[config.mk]
export PLATFORM = sky130hd
export DESIGN_NAME = imem_loader_flat
export DESIGN_NICKNAME = d
export VERILOG_FILES = /design/src/rtl/imem_loader_pkg.sv /design/src/rtl/imem_loader_if.sv /design/src/rtl/imem_loader_byte_packer.sv /design/src/rtl/imem_loader.sv /design/src/flat_wrapper.sv
export SDC_FILE = /design/constraint.sdc
export NUM_CORES = 1
export LEC_CHECK = 0
export ABC_AREA = 1
export CAP_MARGIN = 25
export CORE_AREA = 4 4 98 100
export DETAILED_ROUTE_END_ITERATION = 16
export DIE_AREA = 0 0 102 104
export PLACE_DENSITY = 0.72
export SETUP_SLACK_MARGIN = 0.3
export SKIP_CTS_REPAIR_TIMING = 1
export SLEW_MARGIN = 20
export SYNTH_ARGS = -nofsm -noshare
export SYNTH_HDL_FRONTEND = slang
export SYNTH_SLANG_ARGS = --single-unit
[constraint.sdc]
create_clock -name clk -period 1.9 [get_ports clk]
set_input_delay 0.285 -clock clk [delete_from_list [all_inputs] [get_ports clk]]
set_output_delay 0.285 -clock clk [all_outputs]
set_load 0.005 [all_outputs]
[src/rtl/imem_loader_pkg.sv]
// Shared types and helpers for the instruction-memory program loader.
package imem_loader_pkg;

  typedef enum logic [2:0] {
    ST_IDLE,
    ST_LEN_HI,
    ST_LEN_LO,
    ST_DATA,
    ST_CSUM,
    ST_FIN,
    ST_ERR
  } state_t;

  localparam int LEN_BYTES = 2;

  function automatic int bytes_per_word(input int dbits);
    return dbits / 8;
  endfunction

endpackage

[src/rtl/imem_loader_if.sv]
// Byte-stream input and instruction-memory write port of the loader.
interface imem_loader_if #(
  parameter int Abits = 9,
  parameter int Dbits = 32
);
  logic             in_valid;
  logic [7:0]       in_data;
  logic             in_ready;
  logic             we;
  logic [Abits-1:0] waddr;
  logic [Dbits-1:0] wdata;

  modport master (
    output in_valid, in_data,
    input  in_ready, we, waddr, wdata
  );

  modport slave (
    input  in_valid, in_data,
    output in_ready, we, waddr, wdata
  );
endinterface

[src/rtl/imem_loader_byte_packer.sv]
// Packs an MSB-first byte stream into words; word_valid marks the byte
// that completes a word, with word already including that byte.
module byte_packer
  import imem_loader_pkg::*;
#(
  parameter int Dbits = 32
) (
  input  logic             clk,
  input  logic             rst_n,
  input  logic             clear,
  input  logic             take,
  input  logic [7:0]       din,
  output logic [Dbits-1:0] word,
  output logic             word_valid
);

  localparam int BPW = bytes_per_word(Dbits);
  localparam int IW  = (BPW > 1) ? $clog2(BPW) : 1;
  localparam logic [IW-1:0] LAST = IW'(BPW - 1);

  logic [Dbits-1:0] shift_q;
  logic [IW-1:0]    idx_q;

  assign word       = (shift_q << 8) | Dbits'(din);
  assign word_valid = take && (idx_q == LAST);

  always_ff @(posedge clk or negedge rst_n) begin
    if (!rst_n) begin
      shift_q <= '0;
      idx_q   <= '0;
    end else if (clear) begin
      shift_q <= '0;
      idx_q   <= '0;
    end else if (take) begin
      shift_q <= word;
      idx_q   <= word_valid ? '0 : idx_q + 1'b1;
    end
  end

endmodule

[src/rtl/imem_loader.sv]
// Length-prefixed program loader into instruction RAM; holds the CPU while loading.
// Optional trailing XOR checksum byte: define IMEM_LOADER_CHECKSUM_EN.
//
// state  | meaning
// IDLE   | waiting for count high byte (consumed on entry, LEN_HI passed through)
// LEN_HI | never resident; the high byte is taken in IDLE
// LEN_LO | waiting for count low byte, range-checks N
// DATA   | packing data bytes, one memory write per completed word
// CSUM   | waiting for checksum byte (checksum build only)
// FIN    | done pulse, processor released
// ERR    | err pulse, processor stays held
module imem_loader
  import imem_loader_pkg::*;
#(
  parameter int Abits = 9,
  parameter int Dbits = 32
) (
  input  logic         clk,
  input  logic         rst_n,
  imem_loader_if.slave bus,
  output logic         cpu_hold,
  output logic         done,
  output logic         err
);

  localparam int CW = Abits + 1;
  localparam int LW = 8 * LEN_BYTES;
  localparam int MW = LW + 1;
  localparam logic [MW-1:0] MAX_WORDS = MW'(1) << Abits;

  state_t           state_q, state_d;
  logic [7:0]       len_hi_q;
  logic [CW-1:0]    left_q;
  logic [Abits-1:0] addr_q;
  logic             hold_q;
  logic             accept;
  logic             load_len;
  logic             set_hold;
  logic             len_bad;
  logic             last_word;
  logic [LW-1:0]    frame_len;
  logic             pk_take;
  logic             pk_clear;
  logic [Dbits-1:0] pk_word;
  logic             pk_valid;
`ifdef IMEM_LOADER_CHECKSUM_EN
  logic [7:0]       csum_q;
`endif

  assign bus.in_ready = (state_q != ST_FIN) && (state_q != ST_ERR);
  assign accept       = bus.in_valid && bus.in_ready;
  assign frame_len    = {len_hi_q, bus.in_data};
  assign len_bad      = (frame_len == '0) || ({1'b0, frame_len} > MAX_WORDS);
  assign last_word    = (left_q == CW'(1));
  assign pk_take      = accept && (state_q == ST_DATA);
  assign pk_clear     = accept && ((state_q == ST_IDLE) || (state_q == ST_LEN_LO));

  assign done     = (state_q == ST_FIN);
  assign err      = (state_q == ST_ERR);
  assign cpu_hold = hold_q;

  byte_packer #(.Dbits(Dbits)) u_packer (
    .clk       (clk),
    .rst_n     (rst_n),
    .clear     (pk_clear),
    .take      (pk_take),
    .din       (bus.in_data),
    .word      (pk_word),
    .word_valid(pk_valid)
  );

  always_comb begin
    state_d  = state_q;
    load_len = 1'b0;
    set_hold = 1'b0;
    case (state_q)
      ST_IDLE: begin
        if (accept) begin
          state_d  = ST_LEN_LO;
          set_hold = 1'b1;
        end
      end
      ST_LEN_HI: state_d = ST_LEN_LO;
      ST_LEN_LO: begin
        if (accept) begin
          if (len_bad) begin
            state_d = ST_ERR;
          end else begin
            state_d  = ST_DATA;
            load_len = 1'b1;
          end
        end
      end
      ST_DATA: begin
        if (pk_valid && last_word) begin
`ifdef IMEM_LOADER_CHECKSUM_EN
          state_d = ST_CSUM;
`else
          state_d = ST_FIN;
`endif
        end
      end
`ifdef IMEM_LOADER_CHECKSUM_EN
      ST_CSUM: begin
        if (accept) state_d = (bus.in_data == csum_q) ? ST_FIN : ST_ERR;
      end
`endif
      ST_FIN:  state_d = ST_IDLE;
      ST_ERR:  state_d = ST_IDLE;
      default: state_d = ST_IDLE;
    endcase
  end

  always_ff @(posedge clk or negedge rst_n) begin
    if (!rst_n) begin
      state_q   <= ST_IDLE;
      len_hi_q  <= '0;
      left_q    <= '0;
      addr_q    <= '0;
      hold_q    <= 1'b0;
      bus.we    <= 1'b0;
      bus.waddr <= '0;
      bus.wdata <= '0;
`ifdef IMEM_LOADER_CHECKSUM_EN
      csum_q    <= '0;
`endif
    end else begin
      state_q <= state_d;
      bus.we  <= 1'b0;
      if (state_q == ST_IDLE && accept) len_hi_q <= bus.in_data;
      // Count is range-checked before load, so it always fits in CW bits.
      if (load_len) begin
        left_q <= CW'(frame_len);
        addr_q <= '0;
      end
      if (pk_valid) begin
        bus.we    <= 1'b1;
        bus.waddr <= addr_q;
        bus.wdata <= pk_word;
        addr_q    <= addr_q + 1'b1;
        left_q    <= left_q - 1'b1;
      end
`ifdef IMEM_LOADER_CHECKSUM_EN
      if (load_len) csum_q <= '0;
      else if (pk_take) csum_q <= csum_q ^ bus.in_data;
`endif
      if (state_d == ST_FIN) hold_q <= 1'b0;
      else if (set_hold) hold_q <= 1'b1;
    end
  end

endmodule
[src/flat_wrapper.sv]
// flat-port wrapper written by rule: the top's interface ports become plain ports
module imem_loader_flat import imem_loader_pkg::*;
#(
  parameter int Abits = 9,
  parameter int Dbits = 32
)
  (clk, rst_n, cpu_hold, done, err, bus_in_valid, bus_in_data, bus_in_ready, bus_we, bus_waddr, bus_wdata);
  imem_loader_if #(.Abits(Abits), .Dbits(Dbits)) bus_i ();
  input  logic clk;
  input  logic rst_n;
  output logic cpu_hold;
  output logic done;
  output logic err;
  input wire logic [$bits(bus_i.in_valid)-1:0] bus_in_valid;
  input wire logic [$bits(bus_i.in_data)-1:0] bus_in_data;
  output wire logic [$bits(bus_i.in_ready)-1:0] bus_in_ready;
  output wire logic [$bits(bus_i.we)-1:0] bus_we;
  output wire logic [$bits(bus_i.waddr)-1:0] bus_waddr;
  output wire logic [$bits(bus_i.wdata)-1:0] bus_wdata;
  assign bus_i.in_valid = bus_in_valid;
  assign bus_i.in_data = bus_in_data;
  assign bus_in_ready = bus_i.in_ready;
  assign bus_we = bus_i.we;
  assign bus_waddr = bus_i.waddr;
  assign bus_wdata = bus_i.wdata;
  imem_loader #(.Abits(Abits), .Dbits(Dbits)) u_core (.clk(clk), .rst_n(rst_n), .bus(bus_i), .cpu_hold(cpu_hold), .done(done), .err(err));
endmodule
==> results of run 1 <==
-- cell families (layout without fill, tap and decap cells) --
| group | Yosys count | in the layout | synth area share [%] |
|---|---|---|---|
| simple gates | 210 | 210 | 21.41 |
| fa+ha+maj | 4 | 4 | 1.172 |
| xor+xnor | 1 | 1 | 0.2051 |
| buf+inv | 84 | 167 | 7.821 |
| flops | 99 | 99 | 58.00 |
| compound gates | 91 | 91 | 11.39 |
-- worst max-delay path, stage by stage (launching register included) --
cell and delay, ns:
dfrtp_1 0.44, inv_2 0.12, nand2_1 0.09, a21oi_1 0.16, inv_1 0.05, dlymetal6s2s_1 0.15
-- registers in the layout, indices dropped and copies added, names as in the netlist --
register / count
u_core.u_packer.shift_q: 24
u_core.bus.wdata: 32
u_core.state_q: 3
u_core.cpu_hold: 1
u_core.bus.waddr: 9
u_core.u_packer.idx_q: 2
u_core.left_q: 10
u_core.len_hi_q: 8
u_core.bus.we: 1
u_core.addr_q: 9
-- metal layers --
layer | track usage, % | routed length, microns
met1 | 29.15 | 4645
met2 | 29.16 | 4546
met5 | 0 | 0
met4 | 5.342 | 112
met3 | 3.689 | 441
-- cells in the final DEF, fill, tap and decap left out, types with 2 or more instances in the layout --
cell and count:
o22ai_1 19, nor2_2 3, inv_1 62, a21oi_1 7, clkdlybuf4s50_1 52, buf_12 5, dlymetal6s2s_1 2, o21ai_1 15
nand3_1 42, inv_2 3, nor2_1 27, o21ai_0 47, o211ai_1 2, clkinvlp_4 3, ha_1 4, nand2_2 2
buf_4 25, nand4_1 8, nor2_4 2, dfrtp_1 98, nand2_1 118, clkbuf_8 10
-- per-stage QoR --
stage | hold WS, ns | utilization [%] | setup TNS, ns | area, sq um
6_report | 0.4306 | 62.33 | 0 | 5409
5_1_grt | 0.4637 | 62.33 | 0 | 5409
4_1_cts | -0.1055 | 61.52 | -0.1763 | 5339
3_5_place_dp | 0.2990 | 59.23 | -0.5288 | 5140
3_3_place_gp | 0.2826 | 59.23 | 0 | 5140
2_1_floorplan | -0.01059 | - | 0 | 4272
-- cell type report --
class                   instances  area share (%)
clock inverters                 5           1.133
clock buffers                  10           2.545
flip-flops and latches         99           45.82
inverters                      65           4.511
well taps                     108           2.498
repair buffers                 87           15.89
multi-input cells             306           27.60
-- power groups by stage --
| stage | registers (mW) | logic (mW) | clock network (mW) |
|---|---|---|---|
| floorplan | 3.05 | 0.957 | 0 |
| global placement | 3.10 | 2.03 | 0 |
| detailed placement | 3.11 | 2.08 | 0 |
| CTS | 3.08 | 2.09 | 1.39 |
| global route | 3.16 | 2.38 | 1.48 |
| finish | 3.08 | 2.12 | 1.36 |
-- path summary, 6_finish.rpt --
kind                                startpoint             endpoint  cells after the start
max in group asynchronous                rst_n     u_core.addr_q[3]                      3
max                          u_core.state_q[0]         bus_in_ready                      5
min in group clk           u_core.bus.waddr[1]  u_core.bus.waddr[1]                      2
max reg2reg                  u_core.state_q[2]     u_core.left_q[2]                      9
min                                      rst_n  u_core.bus.wdata[6]                      2
min reg2reg                u_core.bus.waddr[1]  u_core.bus.waddr[1]                      2
==> results.txt, run 1 <==
post-synth top area share = 58.00%
LEAKAGE = 2.606 nW
Async SR Flop Fraction = 100.0%
Final Total Pwr = 6.558 mW
ANT nets after route = 0
final count of pins violating max slew = 0
die area = 10610 sq um
multi-input logic area = 1493 sq um
Post-synth top cells = nand2_1 (120), dfrtp_1 (99), inv_1 (62)
# DRC = 0
crit-path max FO = 3
Slew HR = 66.07%
GRT Residual Overflow = 0
FP Rows = 34
Worst Tran Pin Value = 0.5089 ns
most common cell in the netlist = nand2_1
final net count = 583
Synth-to-Final Area Change = 26.63%
Peak VDD IR = 0.0005220 V
crit path launch type = flop
Global Route Usage Sum = 19.55%
vias per cell = 5.124
fillers = 730
global-route wire length before repair = 16740 microns
DP HPWL = 7018 microns
post-placement cell count = 661
syn nets = 504
I/O pins = 57
Comb pwr share = 32.3%
fin crit share = 86.64%
clock buffer depth = 2
RSZ-0062 raised after global routing = yes
TritonCTS Sinks = 99
DP Worst Slack = -0.04743 ns
WL final = 9746 microns
clock network fraction of design power = 20.8%
diode count = 0
status = finished, final reports clean
mean post-synth cell area = 8.735 sq um
Worst-Skew Late Latency = 0.36 ns
CTS tree = built
First-pass DRT Iterations = 5
sequential area share after synthesis = 58.00%
Setup Skew = 0.007331 ns
Main synth FF type = dfrtp_1
# Max-Cap Violations = 0
Yosys top cell by area = dfrtp_1
Power Internal = 4.420 mW
DR iter-0 viols = 216
Net Sw Frac = 32.60%
Die Y = 104 microns
IO buf count = 56
FF-to-FF setup slack = 0.44 ns
number of synthesized flops with an enable pin = 0
Num CTS Buffers = 9
WL per Instance = 14.33 microns
CORE AREA = 8678 sq um
Cell variety after synth = 28
#FFs+latches synth = 99
PwrDens = 1213 nW/um^2
Post-Synthesis Cells = 489
Die Wd = 102 microns
layout cell share with drive strength beyond 1 = 11.01%
vias in the first global route = 3402
Switch Pwr = 2.138 mW
routability cong. = 0.9154
Tmin final = 1.646 ns
Root Driver = clkbuf_8
Cell Area, Synth = 4272 sq um
register area = 2479 sq um
Yosys warning total = 0
largest net degree at the start of global routing = 45
initial antenna violation count = 0
routed vias = 3484
maximum clock frequency = 0.6075 GHz
critical path data required time = 1.62 ns
Flop pwr share = 47.0%
Fin. Hold Viols = 0
H-Tree Depth = 3
Setup crit end kind = primary output
critical path class = reg2out
Hold Path Class = in2async
Starting Density = 49.22%
final setup vio count = 0
fin cells = 680
final setup margin = 0.2539 ns
Worst-path clk slew = 0.09 ns
CP arrival = 1.36 ns
ranking of synthesized cells by area = dfrtp_1 (58%), nand2_1 (11%), o21ai_0 (5.5%)
No activity file was read; power rests on OpenSTA's default activity.
==> run 2, diff against run 1 <==
--- a/config.mk
+++ b/config.mk
@@ -13,7 +13,6 @@
 export PLACE_DENSITY = 0.72
 export SETUP_SLACK_MARGIN = 0.3
 export SKIP_CTS_REPAIR_TIMING = 1
-export SLEW_MARGIN = 20
 export SYNTH_ARGS = -nofsm -noshare
 export SYNTH_HDL_FRONTEND = slang
 export SYNTH_SLANG_ARGS = --single-unit
==> results of run 2 <==
The final DEF is identical to that of run 1; final timing and power are the same.
==> run 3, diff against run 2 <==
--- a/config.mk
+++ b/config.mk
@@ -10,6 +10,7 @@
 export CORE_AREA = 4 4 98 100
 export DETAILED_ROUTE_END_ITERATION = 16
 export DIE_AREA = 0 0 102 104
+export HOLD_SLACK_MARGIN = 0.03
 export PLACE_DENSITY = 0.72
 export SETUP_SLACK_MARGIN = 0.3
 export SKIP_CTS_REPAIR_TIMING = 1
==> results of run 3 <==
The final DEF is identical to that of run 1; final timing and power are the same.
